--- src/rtl/fetch_pkg.sv ---
// Shared definitions for the instruction-fetch stage: FSM state encoding,
// instruction size and default reset PC.
package fetch_pkg;

    typedef enum logic [1:0] {
        StFetch,
        StWait,
        StDrop,
        StHalt
    } fetch_state_e;

    localparam int unsigned INSTR_BYTES = 4;

    localparam logic [31:0] DEFAULT_RESET_PC = 32'h0000_0000;

endpackage

--- src/rtl/fetch_out_buf.sv ---
// Single-entry valid/ready output register holding a fetched word and its PC.
// Flush has priority over load, and load has priority over drain.
module fetch_out_buf #(
    parameter int unsigned N = 32
) (
    input  logic         clk,
    input  logic         rst,
    input  logic         load,
    input  logic         flush,
    input  logic [31:0]  load_instr,
    input  logic [N-1:0] load_pc,
    input  logic         ready,
    output logic         valid,
    output logic [31:0]  instr,
    output logic [N-1:0] instr_pc
);

    logic         valid_q;
    logic [31:0]  instr_q;
    logic [N-1:0] pc_q;

    // Buffer register: flush, reload or drain on handshake.
    always_ff @(posedge clk) begin
        if (rst) begin
            valid_q <= 1'b0;
            instr_q <= '0;
            pc_q    <= '0;
        end else if (flush) begin
            valid_q <= 1'b0;
        end else if (load) begin
            valid_q <= 1'b1;
            instr_q <= load_instr;
            pc_q    <= load_pc;
        end else if (valid_q && ready) begin
            valid_q <= 1'b0;
        end
    end

    assign valid    = valid_q;
    assign instr    = instr_q;
    assign instr_pc = pc_q;

endmodule

--- src/rtl/fetch_pc_unit.sv ---
// Instruction-fetch stage: owns the PC, keeps one request outstanding to
// instruction memory, buffers the returned word and accepts branch redirects.
// Optional feature: define FETCH_MISALIGN_TRAP_EN to halt on a misaligned
// redirect target; otherwise the target is silently word-aligned.
module fetch_pc_unit
    import fetch_pkg::*;
#(
    parameter int unsigned  N        = 32,
    parameter logic [N-1:0] RESET_PC = N'(DEFAULT_RESET_PC)
) (
    input  logic         clk,
    input  logic         rst,
    output logic         imem_req,
    output logic [N-1:0] imem_addr,
    input  logic         imem_rvalid,
    input  logic [31:0]  imem_rdata,
    output logic         instr_valid,
    input  logic         instr_ready,
    output logic [31:0]  instr,
    output logic [N-1:0] instr_pc,
    input  logic         branch_taken,
    input  logic [N-1:0] branch_target,
    output logic         misalign_err
);

    fetch_state_e state_q, state_d;
    logic [N-1:0] fetch_pc_q, fetch_pc_d;
    logic         misalign_q, misalign_d;
    logic         buf_load, buf_flush;
    logic         trap;
    logic [N-1:0] redirect_pc;

    // Low target bits are dropped; a misaligned target either traps or is rounded down.
    assign redirect_pc = {branch_target[N-1:2], 2'b00};

`ifdef FETCH_MISALIGN_TRAP_EN
    assign trap = branch_taken && (branch_target[1:0] != 2'b00);
`else
    logic unused_target_lsbs;
    assign unused_target_lsbs = ^branch_target[1:0];
    assign trap = 1'b0;
`endif

    // Next-state, PC and request logic; a redirect overrides every other event.
    always_comb begin
        state_d    = state_q;
        fetch_pc_d = fetch_pc_q;
        misalign_d = misalign_q;
        imem_req   = 1'b0;
        buf_load   = 1'b0;
        buf_flush  = 1'b0;

        case (state_q)
            StFetch: begin
                imem_req = !instr_valid || instr_ready;
                if (imem_req) state_d = StWait;
            end
            StWait: begin
                if (imem_rvalid) begin
                    buf_load   = 1'b1;
                    fetch_pc_d = fetch_pc_q + N'(INSTR_BYTES);
                    state_d    = StFetch;
                end
            end
            StDrop: begin
                if (imem_rvalid) state_d = StFetch;
            end
            StHalt: begin
                buf_flush = 1'b1;
            end
            default: state_d = StFetch;
        endcase

        if (branch_taken && (state_q != StHalt)) begin
            buf_load  = 1'b0;
            buf_flush = 1'b1;
            if (trap) begin
                // No request leaves in the trapping cycle.
                imem_req   = 1'b0;
                misalign_d = 1'b1;
                state_d    = StHalt;
            end else begin
                fetch_pc_d = redirect_pc;
                case (state_q)
                    StFetch: state_d = imem_req ? StDrop : StFetch;
                    StWait:  state_d = imem_rvalid ? StFetch : StDrop;
                    default: state_d = StDrop;
                endcase
            end
        end

        if (rst) imem_req = 1'b0;
    end

    // State, PC and sticky error registers.
    always_ff @(posedge clk) begin
        if (rst) begin
            state_q    <= StFetch;
            fetch_pc_q <= RESET_PC;
            misalign_q <= 1'b0;
        end else begin
            state_q    <= state_d;
            fetch_pc_q <= fetch_pc_d;
            misalign_q <= misalign_d;
        end
    end

    fetch_out_buf #(
        .N (N)
    ) u_out_buf (
        .clk        (clk),
        .rst        (rst),
        .load       (buf_load),
        .flush      (buf_flush),
        .load_instr (imem_rdata),
        .load_pc    (fetch_pc_q),
        .ready      (instr_ready),
        .valid      (instr_valid),
        .instr      (instr),
        .instr_pc   (instr_pc)
    );

    assign imem_addr    = fetch_pc_q;
    assign misalign_err = misalign_q;

endmodule

--- config.mk ---
export PLATFORM = sky130hd
export DESIGN_NAME = fetch_pc_unit
export DESIGN_NICKNAME = d
export VERILOG_FILES = /design/src/rtl/fetch_pkg.sv /design/src/rtl/fetch_out_buf.sv /design/src/rtl/fetch_pc_unit.sv
export SDC_FILE = /design/constraint.sdc
export NUM_CORES = 1
export LEC_CHECK = 0
export BUFFER_PORTS_ARGS = -buffer_cell sky130_fd_sc_hd__buf_2
export CORE_MARGIN = 2
export CORE_UTILIZATION = 52
export CTS_CLUSTER_DIAMETER = 120
export CTS_CLUSTER_SIZE = 20
export DETAILED_ROUTE_END_ITERATION = 10
export GPL_ROUTABILITY_DRIVEN = 0
export PLACE_DENSITY = 0.85
export SYNTH_ARGS = -nofsm -noshare
export SYNTH_HDL_FRONTEND = slang
export SYNTH_SLANG_ARGS = --single-unit
export TNS_END_PERCENT = 5
--- constraint.sdc ---
create_clock -name clk -period 3.7 [get_ports clk]
set_input_delay 0.185 -clock clk [delete_from_list [all_inputs] [get_ports clk]]
set_output_delay 0.185 -clock clk [all_outputs]
set_load 0.01 [all_outputs]
==> results of run 1 <==
==> report_power, final <==
part           total, µW  leakage, µW  internal, µW  switching, µW
logic                229      0.00126          94.8            135
clock network        631    0.0000885           265            366
registers           1110     0.000774          1060           54.5
total               1970      0.00212          1420            555
==> cells in the mapped netlist (all sizes together) <==
library cell  count  share of area, %
nor2b             2              0.30
nand4            11               1.8
conb              1             0.090
a311oi            5               1.1
inv               7              0.63
a21oi            72               8.7
a31o              1              0.21
nand2           145                13
nand2b            2              0.30
xnor2             8               1.7
ha                4               1.2
nor2             14               1.3
nand3            15               1.9
o221ai            1              0.21
o21ai            24               2.9
and4              7               1.5
or4               7               1.3
o31ai             3              0.54
clkbuf           36               3.3
nor3             12               1.4
buf              10               1.4
and3              4              0.60
a2111oi           1              0.21
or2               1              0.15
o2111ai           1              0.21
a31oi             4              0.60
nor4             14               2.3
and2              1              0.15
nor4bb            1              0.24
dfxtp            95                46
or3               9               1.4
o21bai            1              0.18
xor2              3              0.63
o311a             2              0.48
a211oi           12               2.2
==> per-layer routing <==
metal | part of all wire [%] | wire length, µm
met3 | 9.8 | 1120
met5 | 0 | 0
met2 | 47 | 5320
met1 | 42 | 4850
met4 | 1.2 | 133
==> area by class of cell <==
cell class | count | area (µm²)
clock buffers | 10 | 138
clock inverters | 6 | 46.3
fillers | 667 | 2590
inverters | 7 | 26.3
multi-input cells | 392 | 2050
flip-flops and latches | 95 | 1900
well taps | 102 | 128
repair buffers | 166 | 846
==> cells by family (layout without fill, tap and decap cells) <==
| family | after synthesis | count (layout) |
|---|---|---|
| adders and majority gates | 4 | 4 |
| DFF | 95 | 95 |
| other | 1 | 5 |
| xor gates and xnor gates | 11 | 11 |
| AOI/OAI and AO/OA | 127 | 127 |
| buffers and inverters | 53 | 189 |
| and+or+nand+nor | 245 | 245 |
==> flip-flops by register name, indices dropped and copies added (netlist names) <==
register,cells
u_out_buf.instr_pc,30
u_out_buf.valid,1
u_out_buf.instr,32
imem_addr,30
state_q,2
==> stage by stage <==
stage                     power, µW  hold WS, ps  instances  cell area (µm²)
after global placement         1350          424        762             4950
after floorplan                1260          275        540             4170
after CTS                      1980         45.7        778             5140
final                          1970         54.6        778             5140
after global routing           2060         48.5        778             5140
after detailed placement       1360          431        762             4950
==> worst max-delay path, stage by stage (launching register included) <==
cell and delay (ps):
dfxtp_1 400, ha_1 390, nand2_4 230, or4_1 720, or4_1 560, a31oi_1 170
==> worst max-delay path by stage <==
stage | end | slack [ps] | depth (start not counted) | startpoint
2_1_floorplan | imem_addr[24]$_SDFFE_PP0P_ | 1650 | 7 | state_q[1]$_SDFFE_PP0P_
3_3_place_gp | imem_addr[24]$_SDFFE_PP0P_ | 1360 | 5 | state_q[0]$_SDFFE_PP0P_
3_5_place_dp | imem_addr[22]$_SDFFE_PP0P_ | 1270 | 6 | state_q[1]$_SDFFE_PP0P_
4_1_cts | imem_addr[22]$_SDFFE_PP0P_ | 1190 | 6 | state_q[1]$_SDFFE_PP0P_
5_1_grt | imem_addr[24]$_SDFFE_PP0P_ | 1020 | 5 | state_q[0]$_SDFFE_PP0P_
6_report | imem_addr[22]$_SDFFE_PP0P_ | 1160 | 5 | state_q[0]$_SDFFE_PP0P_
==> results_dict.tcl, run 1 <==
set metrics [dict create \
    layout_setup_ws_ps 1160 \
    ys_ff_latch 95 \
    die_w_um 93.4 \
    crit_required_ps 3990 \
    clk_latency_ps 350 \
    use_met1_pct 35.6 \
    synth_simple_gate_area_share_pct 27.8 \
    fmax_ghz 0.394 \
    synthAdderAreaFrac_pct 1.20 \
    synth_top_family_by_area "simple AND/OR/NAND/NOR gates" \
    reg2reg_from "state_q[0]$_SDFFE_PP0P_" \
    clock_path_buffers 2 \
    drive_gt1_share_pct 28.3 \
    portBuffers 160 \
    use_met3_pct 4.83 \
    cp-start-kind "register" \
    antenna_found_initial 0 \
    num_rows 32 \
    drt_iter0_drc 226 \
    synthXorXnorAreaFrac_pct 2.32 \
    core-area_mm2 0.00773 \
    skew_ps 6.67 \
    ys.warnings.count 0 \
    tns_ps 0 \
    fin_crit_ps 2540 \
    ys_seq_area_share_pct 45.8 \
    grt.busiest_layer "met2" \
    clk_pin_slew_ps 90 \
    post-route-util_pct 66.5 \
    p_per_area_mw_per_mm2 384 \
    grt.overflow.total 0 \
    slew_headroom_pct 29.6 \
    ir_drop_uv 179 \
    worstHoldStart "imem_rdata[0]" \
    post_drt_via_cell_ratio 5.60 \
    synth.distinct_cells 43 \
    numClockSinks 95 \
    grtUsageMet2_pct 41.2 \
    finalSetupViolCount 0 \
    rsz0062_at_grt "false" \
    worstMarginPinSlew_ps 1060 \
    postRouteAntennaNets 0 \
    synth_mux_area_share_pct 0 \
    hold_path_depth 3 \
    first_global_vias 3927 \
    h-tree-depth 3 \
    avgSynthCellArea_um2 7.75 \
    synth_area_mm2 0.00416 \
    cp_data_arrival_time_ps 2820 \
    grt_max_degree 63 \
    dp_slack_ps 1270 \
    leakage_uw 0.00212 \
    initial_core_util_pct 53.8 \
    crit_type "reg2reg" \
    fin_nets 744 \
    fin_crit_sh_pct 68.6 \
    reg2reg_slack_ps 1160 \
    final_hold_viol_count 0 \
    io_pins 168 \
    cts_tree "done" \
    cts_buffers 9 \
    vias 4359 \
    cts-root-buf "clkbuf_8" \
    r2r_end "imem_addr[22]$_SDFFE_PP0P_" \
    drv_cap 0 \
    track_usage_pct 26.0 \
    dp_hpwl_mm 8.09 \
    synth_compound_area_share_pct 17.4 \
    ff2ff_path_depth 5 \
    post-cts-setup-buffer-count 0 \
    layout_common_cells "buf_2, nand2_1, dfxtp_1" \
    worst-path-max-fanout 23 \
    slew_viol_final 0 \
    final_common_cell "buf_2" \
    diodes 0 \
    endpoint_kind "register" \
    hold_class "in2reg" \
    drc_errors 0 \
    cts_resized 0 \
    min_to "u_out_buf.instr[0]$_SDFFE_PP0P_" \
    wire_per_inst_um 14.7 \
    cts_hold_buf 0 \
    die_h_um 93.4 \
    routed_wl_mm 11.4 \
    die_area_mm2 0.00872 \
    syn_to_final_growth_pct 23.6 \
    grt_pass1_wl_mm 18.5 \
    status "finished, final reports clean" \
    syn_inst 536 \
    firstDrtPassIters 5 \
]
No activity file was read; power rests on OpenSTA's default activity.
==> inputs of run 2 (changes only) <==
--- a/config.mk
+++ b/config.mk
@@ -5,14 +5,15 @@
 export SDC_FILE = /design/constraint.sdc
 export NUM_CORES = 1
 export LEC_CHECK = 0
+export ABC_AREA = 1
 export BUFFER_PORTS_ARGS = -buffer_cell sky130_fd_sc_hd__buf_2
 export CORE_MARGIN = 2
-export CORE_UTILIZATION = 52
+export CORE_UTILIZATION = 49
 export CTS_CLUSTER_DIAMETER = 120
 export CTS_CLUSTER_SIZE = 20
 export DETAILED_ROUTE_END_ITERATION = 10
 export GPL_ROUTABILITY_DRIVEN = 0
-export PLACE_DENSITY = 0.85
+export PLACE_DENSITY = 0.8
 export SYNTH_ARGS = -nofsm -noshare
 export SYNTH_HDL_FRONTEND = slang
 export SYNTH_SLANG_ARGS = --single-unit
==> constraint.sdc (replaced) <==
create_clock -name clk -period 2.5 [get_ports clk]
set_input_delay 0.125 -clock clk [delete_from_list [all_inputs] [get_ports clk]]
set_output_delay 0.125 -clock clk [all_outputs]
set_load 0.01 [all_outputs]
==> run 2 against run 1 <==
Effect of this change: via count rose by 8.4%; maximum frequency grew 31%; clock skew rose by 5.6 ps; synthesized area is 7.8% higher; utilization down 3.4 points; cell count grew 19%; clock-buffer cell count unchanged; non-clock buffer count rose by 1; critical path type unchanged; largest power group unchanged; total power grew 58%; first-iteration DRC count decreased by 11%; wire length increased by 10%.
==> results_dict.tcl, run 2 <==
set metrics [dict create \
    wire_per_inst_um 13.6 \
    avgSynthCellArea_um2 6.69 \
    die_area_mm2 0.00993 \
    die_h_um 99.6 \
    cts_resized 0 \
    cts_buffers 9 \
    cts_tree "done" \
    core-area_mm2 0.00881 \
    yosysTopAreaCell "dfxtp_1" \
    worstMarginPinSlew_ps 548 \
    numClockSinks 95 \
    use_met3_pct 4.71 \
    grt_max_degree 49 \
    p_per_area_mw_per_mm2 561 \
    drt_iter0_drc 202 \
    ir_drop_uv 287 \
    fin_crit_ps 1940 \
    synth.distinct_cells 27 \
    rsz0062_at_grt "false" \
    grt.busiest_layer "met2" \
    drv_cap 0 \
    crit_required_ps 2790 \
    slowest_stage "inv_1" \
    track_usage_pct 24.9 \
    cp.buffers_inverters 4 \
    antenna_found_initial 0 \
    critPathMaxStageDelay_ps 460 \
    ys.warnings.count 0 \
    netlist_top_cells_count "nand2_1, nor2_1, dfxtp_1" \
    dp_hpwl_mm 9.44 \
    critPathMostFrequentCell "inv_1" \
    num_rows 34 \
    ys_seq_area_share_pct 42.4 \
    whs_ps 10.5 \
    skew_ps 12.3 \
    cts-root-buf "clkbuf_8" \
    yosysMostFrequentCell "nand2_1" \
    clock_path_buffers 2 \
    syn_inst 670 \
    postRouteAntennaNets 0 \
    h-tree-depth 3 \
    initial_core_util_pct 50.9 \
    ys_ff_latch 95 \
    fin_crit_sh_pct 77.7 \
    synth_area_leaders "dfxtp_1, nand2_1, nor2_1, o21ai_0, inv_1" \
    cp_data_arrival_time_ps 2230 \
    portBuffers 160 \
    finalSetupViolCount 0 \
    synth_edf_count 0 \
    routed_wl_mm 12.6 \
    largest_register_ffs 32 \
    layout_common_cells "buf_2, nand2_1, nor2_1" \
    synth_top_area_share_pct 42.4 \
    fin_nets 889 \
    clk_latency_ps 360 \
    crit_type "reg2reg" \
    syn_to_final_growth_pct 24.0 \
    worst-path-max-fanout 17 \
    slew_viol_final 0 \
    post_drt_via_cell_ratio 5.09 \
    critPathTopFamily "buffers and inverters" \
    grt_pass1_wl_mm 20.1 \
    vias 4726 \
    final_hold_viol_count 0 \
    fmax_ghz 0.515 \
    endpoint_kind "register" \
    cts_hold_buf 0 \
    leakage_uw 0.00264 \
    drc_errors 0 \
    tns_ps 0 \
    firstDrtPassIters 5 \
    hold_class "in2reg" \
    post-cts-setup-buffer-count 0 \
    io_pins 168 \
    drive_gt1_share_pct 24.3 \
    synth_ff_type "dfxtp_1" \
    slew_headroom_pct 63.4 \
    synth_area_mm2 0.00448 \
    status "finished, final reports clean" \
    cp_cell_sequence "ha_1 > inv_1 > nand2_1 > inv_1 > buf_12 > nand2_1 > o21ai_0 > inv_1 > a21oi_1" \
    async_flop_share_pct 0 \
    cp-start-kind "register" \
    diodes 0 \
    die_w_um 99.6 \
    grt.overflow.total 0 \
    clk_pin_slew_ps 100 \
    final_common_cell "buf_2" \
    use_met1_pct 31.7 \
    grtUsageMet2_pct 42.9 \
    first_global_vias 4360 \
]
## run 2: cell count changes after synthesis, sizes merged, moves of 8 or more
| cell | previous run | this run |
|---|---|---|
| a211oi | 12 | 1 |
| a21oi | 72 | 48 |
| buf | 10 | 18 |
| clkbuf | 36 | 18 |
| inv | 7 | 66 |
| nand2 | 145 | 155 |
| nand3 | 15 | 23 |
| nand4 | 11 | 0 |
| nor2 | 14 | 132 |
| nor3 | 12 | 0 |
| nor4 | 14 | 0 |
| o21ai | 24 | 87 |
| or3 | 9 | 0 |
## run 2: worst paths after layout
| path | start | endpoint | slack [ps] | cells past startpoint |
|---|---|---|---|---|
| setup reg to reg | state_q[0]$_SDFFE_PP0P_ | imem_addr[29]$_SDFFE_PP0P_ | 560 | 9 |
| setup / recovery | state_q[0]$_SDFFE_PP0P_ | imem_addr[29]$_SDFFE_PP0P_ | 560 | 9 |
| hold reg to reg | u_out_buf.instr[29]$_SDFFE_PP0P_ | u_out_buf.instr[29]$_SDFFE_PP0P_ | 490 | 2 |
| hold / removal | imem_rdata[24] | u_out_buf.instr[24]$_SDFFE_PP0P_ | 10 | 3 |
## run 2: final cells by class
class | count | area, µm²
timing repair buffer | 167 | 903
tap | 108 | 135
sequential | 95 | 1900
clock inverter | 5 | 57.6
fill | 827 | 3250
clock buffer | 10 | 138
multi-input combinational | 477 | 2170
inverter | 66 | 248
## run 2: worst register-to-register path: cells and delay by family (launching register included)
family	cells	cell delay (ps)
flops	1	350
fa+ha+maj	1	220
simple gates	2	230
buf+inv	4	850
compound gates	2	220
## run 2: metal layers
| layer | up-vias | share of wire [%] | wire length (µm) |
|---|---|---|---|
| li1 | 2400 | - | - |
| met1 | 2129 | 45 | 5630 |
| met2 | 176 | 47 | 5920 |
| met3 | 21 | 6.8 | 857 |
| met4 | 0 | 1.5 | 184 |
| met5 | - | 0 | 0 |
## run 2: report_power, final
group          internal [µW]  leakage (µW)  total (µW)  switching (µW)
logic                    179       0.00176         444             264
registers               1580      0.000774        1650            67.0
clock network            487      0.000103        1020             537
## run 2: cell families (layout without fill, tap and decap cells)
kind of cell,Yosys count,count (layout),share of synthesized area [%]
AOI/OAI and AO/OA,147,147,17.0
xor gates and xnor gates,11,11,2.15
adders and majority gates,4,4,1.12
buffers and inverters,102,248,9.35
DFF,95,95,42.4
other,1,5,0.0837
and+or+nand+nor,310,310,27.9
## run 2: stage by stage
step / power, µW / area [µm²] / std cells / utilization (%) / setup WS (ps)
2_1_floorplan: 1930 / 4500 / 674 / - / 992
3_3_place_gp: 2100 / 5360 / 913 / 60.9 / 726
3_5_place_dp: 2120 / 5360 / 913 / 60.9 / 609
4_1_cts: 3130 / 5560 / 928 / 63.1 / 567
5_1_grt: 3260 / 5560 / 928 / 63.1 / 419
6_report: 3120 / 5560 / 928 / 63.1 / 558
